$ cat src/rtl/mem_arb.sv
// Arbitrates one single-port memory between instruction fetch (i_) and load/store (d_), data first with fetch starvation guard.
// Latency: req sampled at N -> mem access N+1..N+MEM_LAT -> ack at N+MEM_LAT+1; requests are held (level) until ack.
module mem_arb #(
  parameter int ADDR_W     = 16,
  parameter int DATA_W     = 32,
  parameter int MEM_LAT    = 2,
  parameter int STARVE_MAX = 3
) (
  input  logic              clk,
  input  logic              rst_f,
  input  logic              i_req,
  input  logic [ADDR_W-1:0] i_addr,
  output logic              i_ack,
  output logic [DATA_W-1:0] i_rdata,
  input  logic              d_req,
  input  logic              d_we,
  input  logic [ADDR_W-1:0] d_addr,
  input  logic [DATA_W-1:0] d_wdata,
  output logic              d_ack,
  output logic [DATA_W-1:0] d_rdata,
  output logic              mem_en,
  output logic              mem_we,
  output logic [ADDR_W-1:0] mem_addr,
  output logic [DATA_W-1:0] mem_wdata,
  input  logic [DATA_W-1:0] mem_rdata,
  output logic              busy,
  output logic              owner
);

  localparam logic [1:0] IDLE   = 2'd0;
  localparam logic [1:0] ACCESS = 2'd1;
  localparam logic [1:0] DONE   = 2'd2;

  localparam int              SC_W       = (STARVE_MAX < 1) ? 1 : $clog2(STARVE_MAX + 1);
  localparam logic [SC_W-1:0] STARVE_LIM = SC_W'(STARVE_MAX);
  localparam logic [3:0]      LAT_INIT   = 4'(MEM_LAT - 1);

  typedef struct packed {
    logic              we;
    logic [ADDR_W-1:0] addr;
    logic [DATA_W-1:0] wdata;
  } req_t;

  logic [1:0]      state;
  logic [3:0]      lat_cnt;
  logic [SC_W-1:0] starve_cnt;
  req_t            req_q;
  req_t            sel_req;
  logic            grant_d;
  logic            any_req;

  always_comb begin
    any_req = i_req | d_req;
    grant_d = d_req & ~(i_req & (starve_cnt == STARVE_LIM));
    sel_req = '0;
    if (grant_d) begin
      sel_req.we    = d_we;
      sel_req.addr  = d_addr;
      sel_req.wdata = d_wdata;
    end else begin
      sel_req.addr  = i_addr;
    end
  end

  assign mem_addr  = req_q.addr;
  assign mem_wdata = req_q.wdata;

  always_ff @(posedge clk) begin
    if (rst_f) begin
      state      <= IDLE;
      lat_cnt    <= '0;
      starve_cnt <= '0;
      req_q      <= '0;
      i_ack      <= 1'b0;
      d_ack      <= 1'b0;
      i_rdata    <= '0;
      d_rdata    <= '0;
      mem_en     <= 1'b0;
      mem_we     <= 1'b0;
      busy       <= 1'b0;
      owner      <= 1'b0;
    end else begin
      i_ack  <= 1'b0;
      d_ack  <= 1'b0;
      mem_we <= 1'b0;
      case (state)
        IDLE: begin
          if (!i_req) starve_cnt <= '0;
          if (any_req) begin
            state   <= ACCESS;
            busy    <= 1'b1;
            owner   <= grant_d;
            mem_en  <= 1'b1;
            mem_we  <= sel_req.we;
            req_q   <= sel_req;
            lat_cnt <= LAT_INIT;
            // A fetch grant resets the starvation window; a data grant over a waiting fetch extends it.
            if (!grant_d)
              starve_cnt <= '0;
            else if (i_req && starve_cnt != STARVE_LIM)
              starve_cnt <= starve_cnt + 1'b1;
          end
        end
        ACCESS: begin
          if (lat_cnt == '0) begin
            state  <= DONE;
            mem_en <= 1'b0;
            if (owner) begin
              d_ack <= 1'b1;
              if (!req_q.we) d_rdata <= mem_rdata;
            end else begin
              i_ack   <= 1'b1;
              i_rdata <= mem_rdata;
            end
          end else begin
            lat_cnt <= lat_cnt - 1'b1;
          end
        end
        DONE: begin
          state <= IDLE;
          busy  <= 1'b0;
        end
        default: begin
          state  <= IDLE;
          busy   <= 1'b0;
          mem_en <= 1'b0;
        end
      endcase
    end
  end

endmodule

$ cat config.mk
export PLATFORM = sky130hd
export DESIGN_NAME = mem_arb
export DESIGN_NICKNAME = d
export VERILOG_FILES = /design/src/rtl/mem_arb.sv
export SDC_FILE = /design/constraint.sdc
export NUM_CORES = 1
export LEC_CHECK = 0
export CORE_MARGIN = 2
export CORE_UTILIZATION = 43
export DETAILED_ROUTE_END_ITERATION = 7
export GPL_TIMING_DRIVEN = 1
export PLACE_DENSITY = 0.88
export SLEW_MARGIN = 40
export SYNTH_ARGS = -nofsm -noshare
export SYNTH_HDL_FRONTEND = slang
export SYNTH_SLANG_ARGS = --single-unit
$ cat constraint.sdc
create_clock -name clk -period 2.85 [get_ports clk]
set_input_delay 0.57 -clock clk [delete_from_list [all_inputs] [get_ports clk]]
set_output_delay 0.57 -clock clk [all_outputs]
set_load 0.02 [all_outputs]
==> metrics.yaml, run 1 <==
hold_buffer_count_at_cts: 0
drt_drc_violations_left: 0
mappedNetlistArea_um2: 5230
clock_insertion_delay_worst_skew_ns: 0.40
floorplan.die.height_um: 114
critical_path_peak_fanout: 29
number_of_enable_type_register_cells_in_the_synthesized_netlist: 0
initial_core_util_pct: 43.7
cts_post_setup_buffers_inserted: 0
critical_path.startpoint_type: "flop"
cts_root_buf: "clkbuf_16"
irDropWorstVdd_mv: 0.330
syn_area_per_cell_um2: 10.7
overflow: 0
timing_hold_violations_final: 0
detail_route.iter0.violations: 173
via_count_of_the_first_global_routing_pass: 4209
num-nets-final: 757
dp_hpwl_um: 9060
drive_above_1_share_pct: 7.36
reg2regPathDepth: 6
timing.critical_path.required_ns: 3.11
cts.repair.resized: 0
reg2reg_setup_slack_ns: 0.61
grt_util_met3_pct: 7.15
grt-busiest-layer: "met2"
timing.critical_path.to_type: "flop"
flow.area_growth_from_synthesis_pct: 48.1
clk_transition_reported_paths_ns: 0.06
core_region_area_um2: 12000
postSynthRegisterBits: 127
place.port_buffers: 218
report.final.setup_viol: 0
globalRouteMet2Util_pct: 34.1
post_synth_inst_count: 488
max_slew_margin_pct: 51.8
gpl.final_weighted_congestion: 0.757
post-synth-top-count-cell: "dfxtp_1"
min_path_type: "flop to flop"
power.static_leakage_nw: 3.09
synthDistinctLibCells: 34
yosys-top-cells-area: "dfxtp_1, mux2i_1, nand2b_1"
detail_route.first_pass.iterations: 6
maxCapViolCount: 0
route.detailed.wl_per_inst_um: 15.7
cts_buffer_depth: 2
grt_first_pass_wirelength_um: 20400
power_density_nw_per_um2: 635
number_of_nets_in_the_synthesized_netlist: 592
clock_skew_ns: 0.0115
drt-total-wl_um: 12700
setup.worst_path.end: "d_rdata[2]"
diodes: 0
design_power_total_w: 0.00492
grt_usage_pct: 19.5
least_margin_pin_slew_ns: 0.722
rows: 40
postSynth.topFlopCell: "dfxtp_1"
timing.fmax_mhz: 445
hp-start: "mem_addr[6]"
cts_num_sinks: 127
crit_type: "flop to flop"
timing.rr.end: "d_rdata[2]"
routed-via-count: 4069
ys_top_cells_by_count: "dfxtp_1, nand2b_1, mux2i_1"
grt_met1_usage_pct: 21.6
worst_setup_path_startpoint: "lat_cnt[0]"
design.die.area_um2: 13100
grt_max_degree: 104
fin_crit_ns: 2.24
report.final.slew_viol_count: 0
inserted_clock_buffers: 17
antenna_found_initial: 0
die_width_um: 114
cp.arrival_ns: 2.50
synth_async_sr_flop_share_pct: 0
fin_tns_setup_ns: 0
floorplan.io_pins: 219
rsz0062_at_grt: "no"
synth_area_leader: "dfxtp_1"
viasPerCell: 5.00
synthDominantCellAreaShare_pct: 48.6
status: "completed"
final_antenna_net_count: 0
cts_htree_levels: 4
final_min_period_over_clock_period_pct: 78.8
critical_path.reg2reg.startpoint: "lat_cnt[0]"
ys.warnings.count: 0
yosysSeqAreaShare_pct: 48.6
tritoncts: "yes"
-- layout make-up --
cell class / instances / area [µm²]
flip-flops and latches: 127 / 2540
multi-input cells: 276 / 2190
fillers: 951 / 4220
clock buffers: 19 / 443
well taps: 147 / 184
inverters: 5 / 18.8
clock inverters: 13 / 115
repair buffers: 226 / 2250
-- report_power, final --
part | internal (W) | total (W) | leakage (nW) | switching [W]
combinational | 0.000486 | 0.000919 | 1.79 | 0.000433
clock | 0.00122 | 0.00202 | 0.266 | 0.000798
sequential | 0.00191 | 0.00198 | 1.04 | 0.0000753
total | 0.00362 | 0.00492 | 3.09 | 0.00131
-- placed cells by master, fill, tap and decap left out, types with 5 or more instances in the layout --
| cell type | instances |
|---|---|
| a21oi_1 | 5 |
| clkbuf_16 | 17 |
| nor2_1 | 5 |
| dfxtp_1 | 127 |
| inv_1 | 5 |
| nand2b_1 | 98 |
| buf_4 | 7 |
| o2bb2ai_1 | 16 |
| mux2i_1 | 80 |
| clkdlybuf4s50_1 | 217 |
| a22o_1 | 33 |
-- state kept, by name, summed over array words and instances, names as in the netlist --
| name | flops |
|---|---|
| d_rdata | 32 |
| i_rdata | 32 |
| mem_wdata | 32 |
| mem_addr | 16 |
| lat_cnt | 4 |
| starve_cnt | 2 |
| state | 2 |
| busy | 1 |
| d_ack | 1 |
| i_ack | 1 |
| mem_en | 1 |
| mem_we | 1 |
| owner | 1 |
| req_q | 1 |
-- routing by layer --
metal	up-vias	wire, µm	share of wire, %
li1	1967	-	-
met4	0	133	1.0
met1	1938	5340	42
met3	11	976	7.7
met5	-	0	0
met2	153	6290	49
-- kinds of logic (layout without fill, tap and decap cells) --
logic type / Yosys count / count (layout) / synth area share (%)
flip-flops: 127 / 127 / 48.6
AND/OR/NAND/NOR: 127 / 127 / 15.1
buffers and inverters: 85 / 263 / 9.98
multiplexers: 80 / 80 / 15.3
AO/OA/AOI/OAI: 66 / 66 / 10.3
adder cells (fa/ha/maj): 3 / 3 / 0.718
-- stage by stage --
step	hold slack, ns	worst slack (ns)	area [µm²]	instances	utilization [%]
3_3_place_gp	0.446	0.645	7190	781	60.1
4_1_cts	0.464	0.613	7750	813	64.8
3_5_place_dp	0.452	0.577	7190	781	60.1
2_1_floorplan	0.434	0.851	5230	488	-
5_1_grt	0.481	0.536	7750	813	64.8
6_report	0.462	0.605	7750	813	64.8
-- critical path, cell delays in order, from the launching register on --
cell and delay [ns]:
dfxtp_1 0.31, inv_1 0.11, ha_1 0.17, or3b_4 0.40, or4_2 0.61, buf_4 0.31
mux2i_1 0.18
-- worst min-delay path by stage --
| stage | to | slack (ns) | cells past startpoint |
|---|---|---|---|
| 3_5_place_dp | mem_addr[6] | 0.45 | 1 |
| 3_3_place_gp | mem_addr[7] | 0.45 | 1 |
| 2_1_floorplan | mem_addr[0] | 0.43 | 1 |
| 5_1_grt | starve_cnt[0] | 0.48 | 2 |
| 6_report | mem_addr[6] | 0.46 | 1 |
| 4_1_cts | mem_addr[6] | 0.46 | 1 |
Power figures use the tool's default switching activity.
==> run 2: changes to the inputs <==
==> constraint.sdc (replaced) <==
create_clock -name clk -period 2.1 [get_ports clk]
set_input_delay 0.42 -clock clk [delete_from_list [all_inputs] [get_ports clk]]
set_output_delay 0.42 -clock clk [all_outputs]
set_load 0.02 [all_outputs]
==> run 2 against run 1 <==
Count of clock-buffer cells in the layout is 2 higher. Wire length is 0.93% higher. Sequential cell count stayed put. Critical endpoint is now d_rdata[24].
==> metrics.yaml, run 2 (synthesis results as in run 1) <==
dr_wl_met3_um: 1280
cts_root_buf: "clkbuf_16"
final_min_period_over_clock_period_pct: 92.0
highest_layer: "met4"
grt_max_degree: 109
internal-power_w: 0.00496
report.final.setup_viol: 0
worstPathCellList: "inv_1, ha_1, or3b_4, or4_4, clkbuf_16, mux2i_1"
detail_route.first_pass.iterations: 6
viasPerCell: 4.97
reg2regPathDepth: 6
die_width_um: 114
timing.fmax_mhz: 518
critical_path.startpoint_type: "flop"
power.switching_fraction_pct: 25.9
antenna_found_initial: 0
timing_hold_violations_final: 0
layout.cells.most_common_list: "clkdlybuf4s50_1, dfxtp_1, nand2b_1, mux2i_1, a22o_1"
drt-total-wl_um: 12900
reg2reg_setup_slack_ns: 0.17
timing.critical_path.required_ns: 2.40
fillerInstances: 891
max_slew_margin_pct: 61.5
met2_wirelength_um: 6210
cp.arrival_ns: 2.23
drt-met1-wl_um: 5160
postLayoutSetupSlackWorst_ns: 0.168
worst_path_largest_cell_delay_ns: 0.53
fin_crit_ns: 1.93
design.die.area_um2: 13100
most_frequent_standard_cell_in_the_layout_excluding_fill_and_tap_cells: "clkdlybuf4s50_1"
num-nets-final: 763
grt_first_pass_wirelength_um: 20500
clock_skew_ns: 0.00388
initial_core_util_pct: 43.7
clk_transition_reported_paths_ns: 0.05
detail_route.iter0.violations: 131
irDropWorstVdd_mv: 0.538
place_ws_ns: 0.0151
core_region_area_um2: 12000
report.final.slew_viol_count: 0
flow.area_growth_from_synthesis_pct: 50.2
drt_drc_violations_left: 0
least_margin_pin_slew_ns: 0.577
timing.critical_path.to_type: "flop"
worst_setup_path_startpoint: "lat_cnt[1]"
clock_insertion_delay_worst_skew_ns: 0.41
power_frac_clock_pct: 40.4
inserted_clock_buffers: 17
crit_type: "flop to flop"
route.detailed.wl_per_inst_um: 15.7
critical_path.reg2reg.startpoint: "lat_cnt[1]"
critPathSlowestCell: "or4_4"
timing.rr.end: "d_rdata[24]"
grt_usage_pct: 19.9
via_count_of_the_first_global_routing_pass: 4177
gpl.final_weighted_congestion: 0.751
status: "completed"
cts_post_setup_buffers_inserted: 0
min_path_type: "input pin to flop"
routed-via-count: 4063
drive_above_1_share_pct: 7.90
critical_path_peak_fanout: 14
power_density_nw_per_um2: 852
combinationalPowerShare_pct: 19.4
fin_tns_setup_ns: 0
rows: 40
net_load_switching_power_w: 0.00173
cts_buffer_depth: 2
dp_hpwl_um: 9050
cts_htree_levels: 4
flop_pwr_share_pct: 40.2
overflow: 0
rsz0062_at_grt: "no"
floorplan.die.height_um: 114
floorplan.io_pins: 219
diodes: 0
setup.worst_path.end: "d_rdata[24]"
tritoncts: "yes"
place.port_buffers: 218
power.static_leakage_nw: 3.13
maxCapViolCount: 0
cts_num_sinks: 127
final_antenna_net_count: 0
==> run 2: changes by cell type in the layout (fill, tap and decap cells not counted), sizes merged <==
cell and delta:
inv -2, clkbuf +3, clkinv -3, buf +5, clkinvlp +2
==> run 2: repair_timing <==
action / in CTS / in global routing
hold buffers: 0 / 0
gates resized for setup: 0 / 1
endpoints found under the setup margin: 0 / 29
==> run 2: critical path: cells and delay by family (launching register included) <==
family | cells | cell delay, ns
buffers and inverters | 2 | 0.30
adder cells (fa/ha/maj) | 1 | 0.16
AND/OR/NAND/NOR | 2 | 0.91
flip-flops | 1 | 0.31
multiplexers | 1 | 0.13
==> run 2: through the flow <==
step / instances / power, W / hold slack, ns / area [µm²] / util [%]
floorplan: 488 / 0.00346 / 0.434 / 5230 / -
global placement: 786 / 0.00399 / 0.445 / 7280 / 60.8
detailed placement: 786 / 0.00403 / 0.448 / 7280 / 60.8
CTS: 817 / 0.00675 / 0.416 / 7830 / 65.4
global route: 818 / 0.00697 / 0.425 / 7850 / 65.7
finish: 818 / 0.00669 / 0.433 / 7850 / 65.7
==> run 2: routing by layer <==
layer	global-route usage, %	vias to the layer above
met5	0	-
met4	6.50	0
met3	10.3	21
met2	33.8	171
met1	21.4	1902
li1	-	1969
==> run 2: cell type report <==
type | instances | area [µm²] | area share, %
clock buffer | 21 | 460 | 5.86
sequential | 127 | 2540 | 32.4
timing repair buffer | 232 | 2360 | 30.1
multi-input combinational | 276 | 2200 | 28.0
clock inverter | 10 | 90.1 | 1.15
tap | 147 | 184 | 2.34
inverter | 5 | 18.8 | 0.239
==> run 2: power groups by stage <==
| stage | combinational, W | clock [W] | sequential [W] |
|---|---|---|---|
| 6_report | 0.00130 | 0.00270 | 0.00269 |
| 5_1_grt | 0.00138 | 0.00288 | 0.00271 |
| 4_1_cts | 0.00130 | 0.00276 | 0.00269 |
| 3_5_place_dp | 0.00129 | 0 | 0.00274 |
| 3_3_place_gp | 0.00126 | 0 | 0.00273 |
| 2_1_floorplan | 0.000651 | 0 | 0.00281 |
==> run 2: how the worst min path moves through the flow <==
stage / slack (ns) / end / from / cells after the start
3_3_place_gp: 0.45 / mem_addr[7] / mem_addr[7] / 1
2_1_floorplan: 0.43 / mem_addr[0] / mem_addr[0] / 1
3_5_place_dp: 0.45 / mem_addr[15] / mem_addr[15] / 1
4_1_cts: 0.42 / owner / rst_f / 3
6_report: 0.43 / owner / rst_f / 3
5_1_grt: 0.42 / owner / rst_f / 3
==> run 3: changes to the inputs <==
--- a/config.mk
+++ b/config.mk
@@ -8,6 +8,7 @@
 export CORE_MARGIN = 2
 export CORE_UTILIZATION = 43
 export DETAILED_ROUTE_END_ITERATION = 7
+export GPL_ROUTABILITY_DRIVEN = 0
 export GPL_TIMING_DRIVEN = 1
 export PLACE_DENSITY = 0.88
 export SLEW_MARGIN = 40
==> results of run 3 <==
Same layout as run 2: the final DEF is identical, and so are final timing and power.
